===== src/rtl/seg7_reader.sv =====
// seg7_reader: recovers the displayed m:ss count from three active-low 7-segment buses
// and flags illegal glyphs and counts that do not advance by exactly one second.
module seg7_reader #(
   parameter int STABLE_CYCLES = 4
) (
   input  logic       clk,
   input  logic       rst,
   input  logic [6:0] seg0,
   input  logic [6:0] seg1,
   input  logic [6:0] seg2,
   output logic [3:0] digit0,
   output logic [3:0] digit1,
   output logic [3:0] digit2,
   output logic [9:0] seconds,
   output logic       valid,
   output logic       tick,
   output logic [2:0] seg_err,
   output logic       seq_err
);
   localparam int CW = $clog2(STABLE_CYCLES);
   localparam logic [CW-1:0] CMAX = CW'(STABLE_CYCLES - 1);
   typedef enum logic {IDLE, PRIMED} state_t;
   state_t state;
   logic [6:0] seg [3];
   logic [6:0] s [3];
   logic [CW-1:0] cnt [3];
   logic [4:0] dc [3];
   logic [2:0] ok, stable, bad;
   logic all_good;
   logic [9:0] new_sec;

   // {legal, digit}; anything outside the ten glyphs, blank included, is illegal
   function automatic logic [4:0] decode(input logic [6:0] p);
      case (p)
         7'b1000000: decode = 5'h10;
         7'b1111001: decode = 5'h11;
         7'b0100100: decode = 5'h12;
         7'b0110000: decode = 5'h13;
         7'b0011001: decode = 5'h14;
         7'b0010010: decode = 5'h15;
         7'b0000010: decode = 5'h16;
         7'b1111000: decode = 5'h17;
         7'b0000000: decode = 5'h18;
         7'b0010000: decode = 5'h19;
         default:    decode = 5'h00;
      endcase
   endfunction

   assign seg[0] = seg0;
   assign seg[1] = seg1;
   assign seg[2] = seg2;
   assign dc[0] = decode(s[0]);
   assign dc[1] = decode(s[1]);
   assign dc[2] = decode(s[2]);
   assign ok = {dc[2][4], dc[1][4] && dc[1][3:0] <= 4'd5, dc[0][4]};
   assign stable = {cnt[2] == CMAX, cnt[1] == CMAX, cnt[0] == CMAX};
   assign bad = stable & ~ok;
   assign all_good = &(stable & ok);
   assign new_sec = 10'(dc[2][3:0]) * 10'd60 + 10'(dc[1][3:0]) * 10'd10 + 10'(dc[0][3:0]);

   always_ff @(posedge clk) begin
      if (rst) begin
         for (int i = 0; i < 3; i++) begin
            s[i] <= '1;
            cnt[i] <= '0;
         end
         state <= IDLE;
         digit0 <= '0;
         digit1 <= '0;
         digit2 <= '0;
         seconds <= '0;
         valid <= 1'b0;
         tick <= 1'b0;
         seg_err <= '0;
         seq_err <= 1'b0;
      end else begin
         for (int i = 0; i < 3; i++) begin
            s[i] <= seg[i];
            cnt[i] <= seg[i] != s[i] ? '0 : cnt[i] == CMAX ? cnt[i] : cnt[i] + 1'b1;
         end
         tick <= 1'b0;
         seg_err <= seg_err | bad;
         if (all_good && (state == IDLE || new_sec != seconds)) begin
            digit0 <= dc[0][3:0];
            digit1 <= dc[1][3:0];
            digit2 <= dc[2][3:0];
            seconds <= new_sec;
            valid <= 1'b1;
            tick <= 1'b1;
            state <= PRIMED;
            if (state == PRIMED && new_sec != seconds + 10'd1 && !(seconds == 10'd599 && new_sec == '0))
               seq_err <= 1'b1;
         end
      end
   end
endmodule


===== config.mk =====
export PLATFORM = sky130hd
export DESIGN_NAME = seg7_reader
export DESIGN_NICKNAME = d
export VERILOG_FILES = /design/src/rtl/seg7_reader.sv
export SDC_FILE = /design/constraint.sdc
export NUM_CORES = 1
export LEC_CHECK = 0
export CAP_MARGIN = 20
export CORE_MARGIN = 2
export CORE_UTILIZATION = 56
export DETAILED_ROUTE_END_ITERATION = 8
export PLACE_DENSITY = 0.81
export SETUP_SLACK_MARGIN = 0.4
export SLEW_MARGIN = 20
export SYNTH_ARGS = -nofsm -noshare
export SYNTH_HDL_FRONTEND = slang
export SYNTH_SLANG_ARGS = --single-unit

===== constraint.sdc =====
create_clock -name clk -period 8.1 [get_ports clk]
set_input_delay 2.43 -clock clk [delete_from_list [all_inputs] [get_ports clk]]
set_output_delay 2.43 -clock clk [all_outputs]
set_load 0.02 [all_outputs]

==> implementation parameters, run 1 <==
Parameter                              Value

Outcome
  Run status ... finished clean

GRT
  Antenna violations before repair ... 0
  Gr ovfl total ... 0
  Pin count of the biggest net entering global routing ... 52
  GR Util All Layers ... 0.237
  Wire length of the first global-routing pass ... 14,800 um
  Number of global-route vias before repair ... 3,246

Clock network
  Post-CTS repair timing setup buffer count ... 0
  Htree depth ... 2
  Clock Sinks ... 54
  Clock slew at the register clock pins of the worst setup and hold paths ... 0.10 ns
  Hold_buf cts ... 0
  Cts bufs inserted ... 5
  Library cell used as clock root buffer ... sky130_fd_sc_hd__clkbuf_8
  CTS-repair resized insts ... 0
  TritonCTS clock tree ... yes
  Maximum buffer depth of the clock tree ... 2
  Worst skew pair latency ... 0.31 ns

STA
  Tightest Pin Transition ... 0.981 ns
  Unrepaired setup endpoints after global routing ... no
  Maximum achievable frequency ... 0.159 GHz
  Slew Viols, Final ... 0
  Accumulated negative setup slack ... 0 ns
  Final period util ... 0.779
  # setup viols final ... 0
  Final Hold Fails ... 0
  Clk_skew ... 0.00987 ns
  Post-route worst setup slack ... 1.79 ns
  Max transition margin ... 0.329
  Post-route minimum period ... 6.31 ns

Setup path
  Signal arrival time at the worst endpoint ... 6.56 ns
  Slowest cell on crit path ... sky130_fd_sc_hd__o41a_1
  Setup slack of the most critical reg-to-reg path ... 1.79 ns
  Cell-by-cell trace of the critical path ... nor2b_1 -> and2_1 -> nand2_1 -> a21oi_1 -> a31oi_1 -> o21a_1 -> xor2_1 -> ha_1 -> inv_1 -> fa_1 -> inv_1 -> ha_1 -> a21o_1 -> a21oi_1 -> xnor2_1 -> ha_1 -> ha_1 -> or3_1 -> o211ai_1 -> xnor2_1 -> xor2_1 -> o41a_1 -> nand2b_1 -> a21oi_1
  Family with the most delay on the worst path ... compound AO/OA/AOI/OAI gates
  Worst Setup End Kind ... flop
  Crit path largest cell delay ... 0.81 ns
  Req. time, crit path ... 8.35 ns
  Setup crit start kind ... flop
  Library cell appearing most often on the critical path ... sky130_fd_sc_hd__ha_1
  Buffers plus inverters on the worst setup path ... 2
  Worst setup path class ... flop to flop
  Crit-path max FO ... 20

Detailed routing
  Number of nets still failing antenna checks after routing ... 0
  Routed len/inst ... 14.2 um
  # DRC ... 0
  Total via count in the routed design ... 3,464
  Total wire length ... 8680 um
  DRC marker count from the first detailed-route iteration ... 263
  Via-to-Cell Ratio ... 5.67
  Detailed Routing Iterations Pass 1 ... 5

Floorplanning
  Boundary pin count ... 51
  Die Outline Area ... 0.00783 sq mm
  Width of the die ... 88.5 um
  Starting density of the core ... 0.585
  Height of the die ... 88.5 um
  Cell Rows ... 30
  Floorplan Core Area ... 0.00683 sq mm

Synthesis
  Mean Syn Cell Area ... 8.22 sq um
  Synthesized area ... 0.00400 sq mm
  Syn Inst Count ... 486
  Post-synth top area cell ... sky130_fd_sc_hd__dfxtp_1
  Ys flop type ... sky130_fd_sc_hd__dfxtp_1
  Post-synthesis cell type count ... 62
  Number of synthesis warnings ... 0
  Top cells by area, synth ... sky130_fd_sc_hd__dfxtp_1, sky130_fd_sc_hd__ha_1, sky130_fd_sc_hd__xor2_1, sky130_fd_sc_hd__xnor2_1, sky130_fd_sc_hd__a21oi_1
  Number of flops mapped to enable cells by yosys ... 0
  Share of synthesized area occupied by flip-flops and latches ... 0.271
  Register bit count reported by yosys ... 54
  Area share of the largest cell type after synthesis ... 0.271
  Ys async rst share ... 0
  Synthesized Nets ... 546

Placement
  PortBufs ... 50
  Last weighted congestion value of the routability-driven placer ... 0.934
  Post-Place Setup Slack ... 1.90 ns
  DP Wirelength ... 6610 um

Hold path
  Hold WC Path Type ... flop to flop

Power and ir drop
  Worst IR Drop VDD ... 0.0000822 V
  Power density over the cells ... 114 mW/mm^2
  Leakage power total ... 1.91 nW

Job
  Total of max-cap violations ... 0

Finish
  Number of diodes added for antenna fixing ... 0
  Total of fill cells in the finished design ... 591
  Share of the core filled with cells ... 0.671
  Syn-to-layout area delta ... 14.8%
  Fraction of layout cells with a size suffix above 1 ... 0.0796
  Net count, final ... 574
-- power by group --
group          internal, mW  switching [mW]
logic                0.0278          0.0232
registers             0.271          0.0136
clock network        0.0928          0.0932
total                 0.392           0.130
-- stage by stage --
stage | hold WS, ns | power [mW] | instance area, sq um | cells
6_report | 0.469 | 0.522 | 4590 | 611
5_1_grt | 0.491 | 0.543 | 4590 | 611
4_1_cts | 0.472 | 0.527 | 4590 | 611
3_5_place_dp | 0.457 | 0.341 | 4470 | 603
3_3_place_gp | 0.449 | 0.339 | 4470 | 603
2_1_floorplan | 0.468 | 0.323 | 4000 | 486
-- sequential cells by signal, indices dropped and copies added (netlist names) --
register  cells
cnt           6
digit0        4
digit1        4
digit2        4
s            21
seconds       9
seg_err       3
seq_err       1
state         1
tick          1
-- final timing paths --
check,start,end,depth (start not counted)
min,digit0[2]$_SDFFE_PP0P_,digit0[2]$_SDFFE_PP0P_,2
max,s[0][17]$_SDFF_PP1_,digit2[0]$_SDFFE_PP0P_,24
min reg2reg,digit0[2]$_SDFFE_PP0P_,digit0[2]$_SDFFE_PP0P_,2
max reg2reg,s[0][17]$_SDFF_PP1_,digit2[0]$_SDFFE_PP0P_,24
-- cell type report --
cell class              count  area [sq um]  share of cell area
multi-input cells         370          2640               0.576
well taps                  96           120              0.0262
clock inverters             3          43.8             0.00955
flip-flops and latches     54          1080               0.236
clock buffers               5          68.8              0.0150
inverters                  31           116              0.0254
repair buffers             52           515               0.112
-- worst min-delay path, cell delays in order, from the launching register on --
cell and delay, ns:
sky130_fd_sc_hd__dfxtp_1 0.33, sky130_fd_sc_hd__nand2_1 0.06, sky130_fd_sc_hd__a21oi_1 0.05
-- metal layers --
layer / vias to the layer above / GRT usage / wire, um
li1: 1748 / - / -
met1: 1591 / 0.320 / 3940
met2: 106 / 0.403 / 4190
met3: 19 / 0.0345 / 413
met4: 0 / 0.0551 / 135
met5: - / 0 / 0
-- cells in the final DEF, fill, tap and decap left out, types with 3 or more instances in the layout --
master	count
sky130_fd_sc_hd__o2111ai_1	3
sky130_fd_sc_hd__a21oi_1	33
sky130_fd_sc_hd__xor2_1	35
sky130_fd_sc_hd__clkdlybuf4s50_1	50
sky130_fd_sc_hd__nor2b_1	3
sky130_fd_sc_hd__dfxtp_1	54
sky130_fd_sc_hd__fa_1	6
sky130_fd_sc_hd__and3_1	5
sky130_fd_sc_hd__nand2_1	38
sky130_fd_sc_hd__nand2b_1	7
sky130_fd_sc_hd__nand3_1	8
sky130_fd_sc_hd__nand4_1	6
sky130_fd_sc_hd__a21o_1	5
sky130_fd_sc_hd__nor2_1	33
sky130_fd_sc_hd__o211ai_1	3
sky130_fd_sc_hd__nor3_1	16
sky130_fd_sc_hd__or2_2	22
sky130_fd_sc_hd__inv_1	31
sky130_fd_sc_hd__or3_1	5
sky130_fd_sc_hd__a211oi_1	8
sky130_fd_sc_hd__clkbuf_8	5
sky130_fd_sc_hd__ha_1	31
sky130_fd_sc_hd__nor4_1	14
sky130_fd_sc_hd__xnor2_1	20
sky130_fd_sc_hd__o21ai_0	12
sky130_fd_sc_hd__a31oi_1	4
sky130_fd_sc_hd__and2_1	6
sky130_fd_sc_hd__mux2i_1	6
-- cells by family after synthesis --
family / share of synthesized area
mux: 0.0207
buf+inv: 0.0686
simple gates: 0.243
fa+ha+maj: 0.127
compound gates: 0.149
flops: 0.271
xor+xnor: 0.121
-- synth_stat cells, types with 7 or more instances --
library cell / number
sky130_fd_sc_hd__dfxtp_1: 54
sky130_fd_sc_hd__nand2_1: 38
sky130_fd_sc_hd__xor2_1: 35
sky130_fd_sc_hd__a21oi_1: 33
sky130_fd_sc_hd__nor2_1: 33
sky130_fd_sc_hd__ha_1: 31
sky130_fd_sc_hd__inv_1: 31
sky130_fd_sc_hd__or2_2: 22
sky130_fd_sc_hd__xnor2_1: 20
sky130_fd_sc_hd__clkbuf_1: 18
sky130_fd_sc_hd__nor3_1: 16
sky130_fd_sc_hd__nor4_1: 14
sky130_fd_sc_hd__o21ai_0: 12
sky130_fd_sc_hd__a211oi_1: 8
sky130_fd_sc_hd__nand3_1: 8
sky130_fd_sc_hd__nand2b_1: 7
(Power assumes the default switching activity.)
==> run 2: changes to the inputs <==
clock period = 5.9 ns   (was 8.1 ns; I/O delays follow)
==> run 2 against run 1 <==
Effect of this change:
- worst hold slack worse by 0.0067 ns
- sequential power grew 37%
- clock power up 35%
- utilization rose by 5.8 points
- combinational power increased by 55%
- first-iteration DRC count is 35% lower
- sequential share of layout area fell by 1.5 points
- power increased by 38%
- critical path depth unchanged
- register-to-register slack lost 1.3 ns
- highest routed layer unchanged
==> implementation parameters, run 2 (synthesis gave the netlist of run 1 again) <==
Parameter                              Value

GRT
  Wire length of the first global-routing pass ... 15,000 um
  Number of global-route vias before repair ... 3,384
  GR Util All Layers ... 0.242
  Gr ovfl total ... 0
  Pin count of the biggest net entering global routing ... 52
  Antenna violations before repair ... 0

Floorplanning
  Floorplan Core Area ... 0.00683 sq mm
  Starting density of the core ... 0.585
  Height of the die ... 88.5 um
  Die Outline Area ... 0.00783 sq mm
  Width of the die ... 88.5 um
  Cell Rows ... 30
  Boundary pin count ... 51

Finish
  Leading cell type in the layout, fill and taps excluded ... sky130_fd_sc_hd__clkdlybuf4s50_1
  Share of the core filled with cells ... 0.729
  Register containing the most flip-flops in the final layout ... s
  Net count, final ... 599
  Leading cell types in the layout, fill and taps excluded ... sky130_fd_sc_hd__clkdlybuf4s50_1, sky130_fd_sc_hd__dfxtp_1, sky130_fd_sc_hd__nand2_1
  Largest registers in the final layout ... s (21), seconds (9), cnt (6)
  Total of fill cells in the finished design ... 539
  Fraction of layout cells with a size suffix above 1 ... 0.176
  Number of diodes added for antenna fixing ... 0
  Number of flip-flops in the largest register ... 21
  Syn-to-layout area delta ... 24.6%

STA
  Maximum achievable frequency ... 0.186 GHz
  Unrepaired setup endpoints after global routing ... yes
  Final period util ... 0.913
  Final Hold Fails ... 0
  Tightest Pin Transition ... 0.968 ns
  Post-route minimum period ... 5.39 ns
  Max transition margin ... 0.353
  Slew Viols, Final ... 0
  # setup viols final ... 0
  Worst hold margin ... 0.463 ns
  Clk_skew ... 0.0124 ns
  Accumulated negative setup slack ... 0 ns

Setup path
  Worst Setup End Kind ... flop
  Worst setup path class ... flop to flop
  Signal arrival time at the worst endpoint ... 5.57 ns
  Crit-path max FO ... 15
  Req. time, crit path ... 6.08 ns
  Setup crit start kind ... flop
  Crit path largest cell delay ... 0.45 ns
  Cell-by-cell trace of the critical path ... nor2b_4 -> and2_4 -> nand2_4 -> a21oi_2 -> a31oi_1 -> o21a_1 -> xor2_2 -> ha_1 -> inv_1 -> fa_1 -> inv_2 -> fa_2 -> ha_1 -> ha_4 -> o21ai_0 -> o21ai_1 -> a21oi_1 -> xnor2_1 -> xor2_1 -> buf_4 -> o41a_1 -> buf_6 -> nand3_1 -> a21oi_1
  Slowest cell on crit path ... sky130_fd_sc_hd__fa_2

Clock network
  Cts bufs inserted ... 5
  Library cell used as clock root buffer ... sky130_fd_sc_hd__clkbuf_8
  TritonCTS clock tree ... yes
  Worst skew pair latency ... 0.31 ns
  Maximum buffer depth of the clock tree ... 2
  Htree depth ... 2
  Clock slew at the register clock pins of the worst setup and hold paths ... 0.10 ns
  Clock Sinks ... 54

Placement
  DP Wirelength ... 6790 um
  Last weighted congestion value of the routability-driven placer ... 0.850
  PortBufs ... 50

Detailed routing
  Total wire length ... 9480 um
  Total via count in the routed design ... 3,646
  # DRC ... 0
  Detailed Routing Iterations Pass 1 ... 4
  DRC marker count from the first detailed-route iteration ... 170
  Number of nets still failing antenna checks after routing ... 0
  Routed len/inst ... 14.9 um
  Via-to-Cell Ratio ... 5.73

Power and ir drop
  Part of the total power dissipated in the clock network ... 0.348
  Gate power share ... 0.110
  Proportion of total power due to net switching ... 0.249
  Fraction of power consumed by sequential logic ... 0.542
  Net Sw Power ... 0.179 mW
  Power density over the cells ... 145 mW/mm^2
  Leakage power total ... 2.07 nW
  Worst IR Drop VDD ... 0.000145 V
  Internal Power ... 0.542 mW

Job
  Total of max-cap violations ... 0

Outcome
  Run status ... finished clean

Hold path
  Hold WC Path Type ... flop to flop
## run 2: changes by cell type in the layout (fill, tap and decap cells not counted), sizes merged
cell | previous run | this run
clkinvlp | 0 | 1
inv | 32 | 31
buf | 2 | 27
clkinv | 1 | 0
clkbuf | 5 | 6
## run 2: area by class of cell
class	count	area, sq um	share of cell area
repair buffers	77	711	0.143
clock inverters	2	37.5	0.00754
well taps	96	120	0.0241
flip-flops and latches	54	1100	0.220
clock buffers	6	72.6	0.0146
multi-input cells	370	2820	0.567
inverters	31	116	0.0234
## run 2: through the flow
stage               setup slack, ns  instances  total power [mW]  cell area, sq um
finish                        0.515        636             0.721              4980
global route                  0.262        636             0.752              4980
CTS                           0.403        625             0.720              4760
floorplan                     0.464        486             0.444              4000
detailed placement           0.0303        613             0.469              4560
global placement              0.248        613             0.467              4560
## run 2: timing repair
| item | in CTS | in global routing |
|---|---|---|
| setup endpoints to repair | 20 | 20 |
| hold buffers | 0 | 0 |
| pin swaps | 3 | 21 |
| buffers inserted | 4 | 11 |
| resized for setup | 16 | 28 |
| cloned | 0 | 0 |
## run 2: worst paths after layout
path | start | endpoint | slack (ns) | cells past startpoint
hold / removal | digit1[0]$_SDFFE_PP0P_ | digit1[0]$_SDFFE_PP0P_ | 0.46 | 2
setup reg to reg | s[0][17]$_SDFF_PP1_ | digit0[3]$_SDFFE_PP0P_ | 0.51 | 24
setup / recovery | s[0][17]$_SDFF_PP1_ | digit0[3]$_SDFFE_PP0P_ | 0.51 | 24
hold reg to reg | digit1[0]$_SDFFE_PP0P_ | digit1[0]$_SDFFE_PP0P_ | 0.46 | 2
## run 2: metal layers
metal,vias up,global-route usage,part of all wire
met5,-,0,0
met4,0,0.0730,0.017
met3,14,0.0345,0.042
met2,102,0.417,0.50
met1,1729,0.314,0.44
li1,1801,-,-
## run 2: power by group through the flow
| stage | registers (mW) | clock network, mW | logic (mW) |
|---|---|---|---|
| floorplan | 0.383 | 0 | 0.0607 |
| global placement | 0.398 | 0 | 0.0689 |
| detailed placement | 0.398 | 0 | 0.0710 |
| CTS | 0.390 | 0.257 | 0.0731 |
| global route | 0.393 | 0.271 | 0.0879 |
| finish | 0.391 | 0.251 | 0.0792 |
## run 2: critical path: cells and delay by family (launching register included)
kind | cells | cell delay (ns)
adder cells (fa/ha/maj) | 5 | 1.89
AO/OA/AOI/OAI | 8 | 1.28
XOR/XNOR | 3 | 0.60
buffers and inverters | 4 | 0.53
AND/OR/NAND/NOR | 4 | 0.52
flip-flops | 1 | 0.42
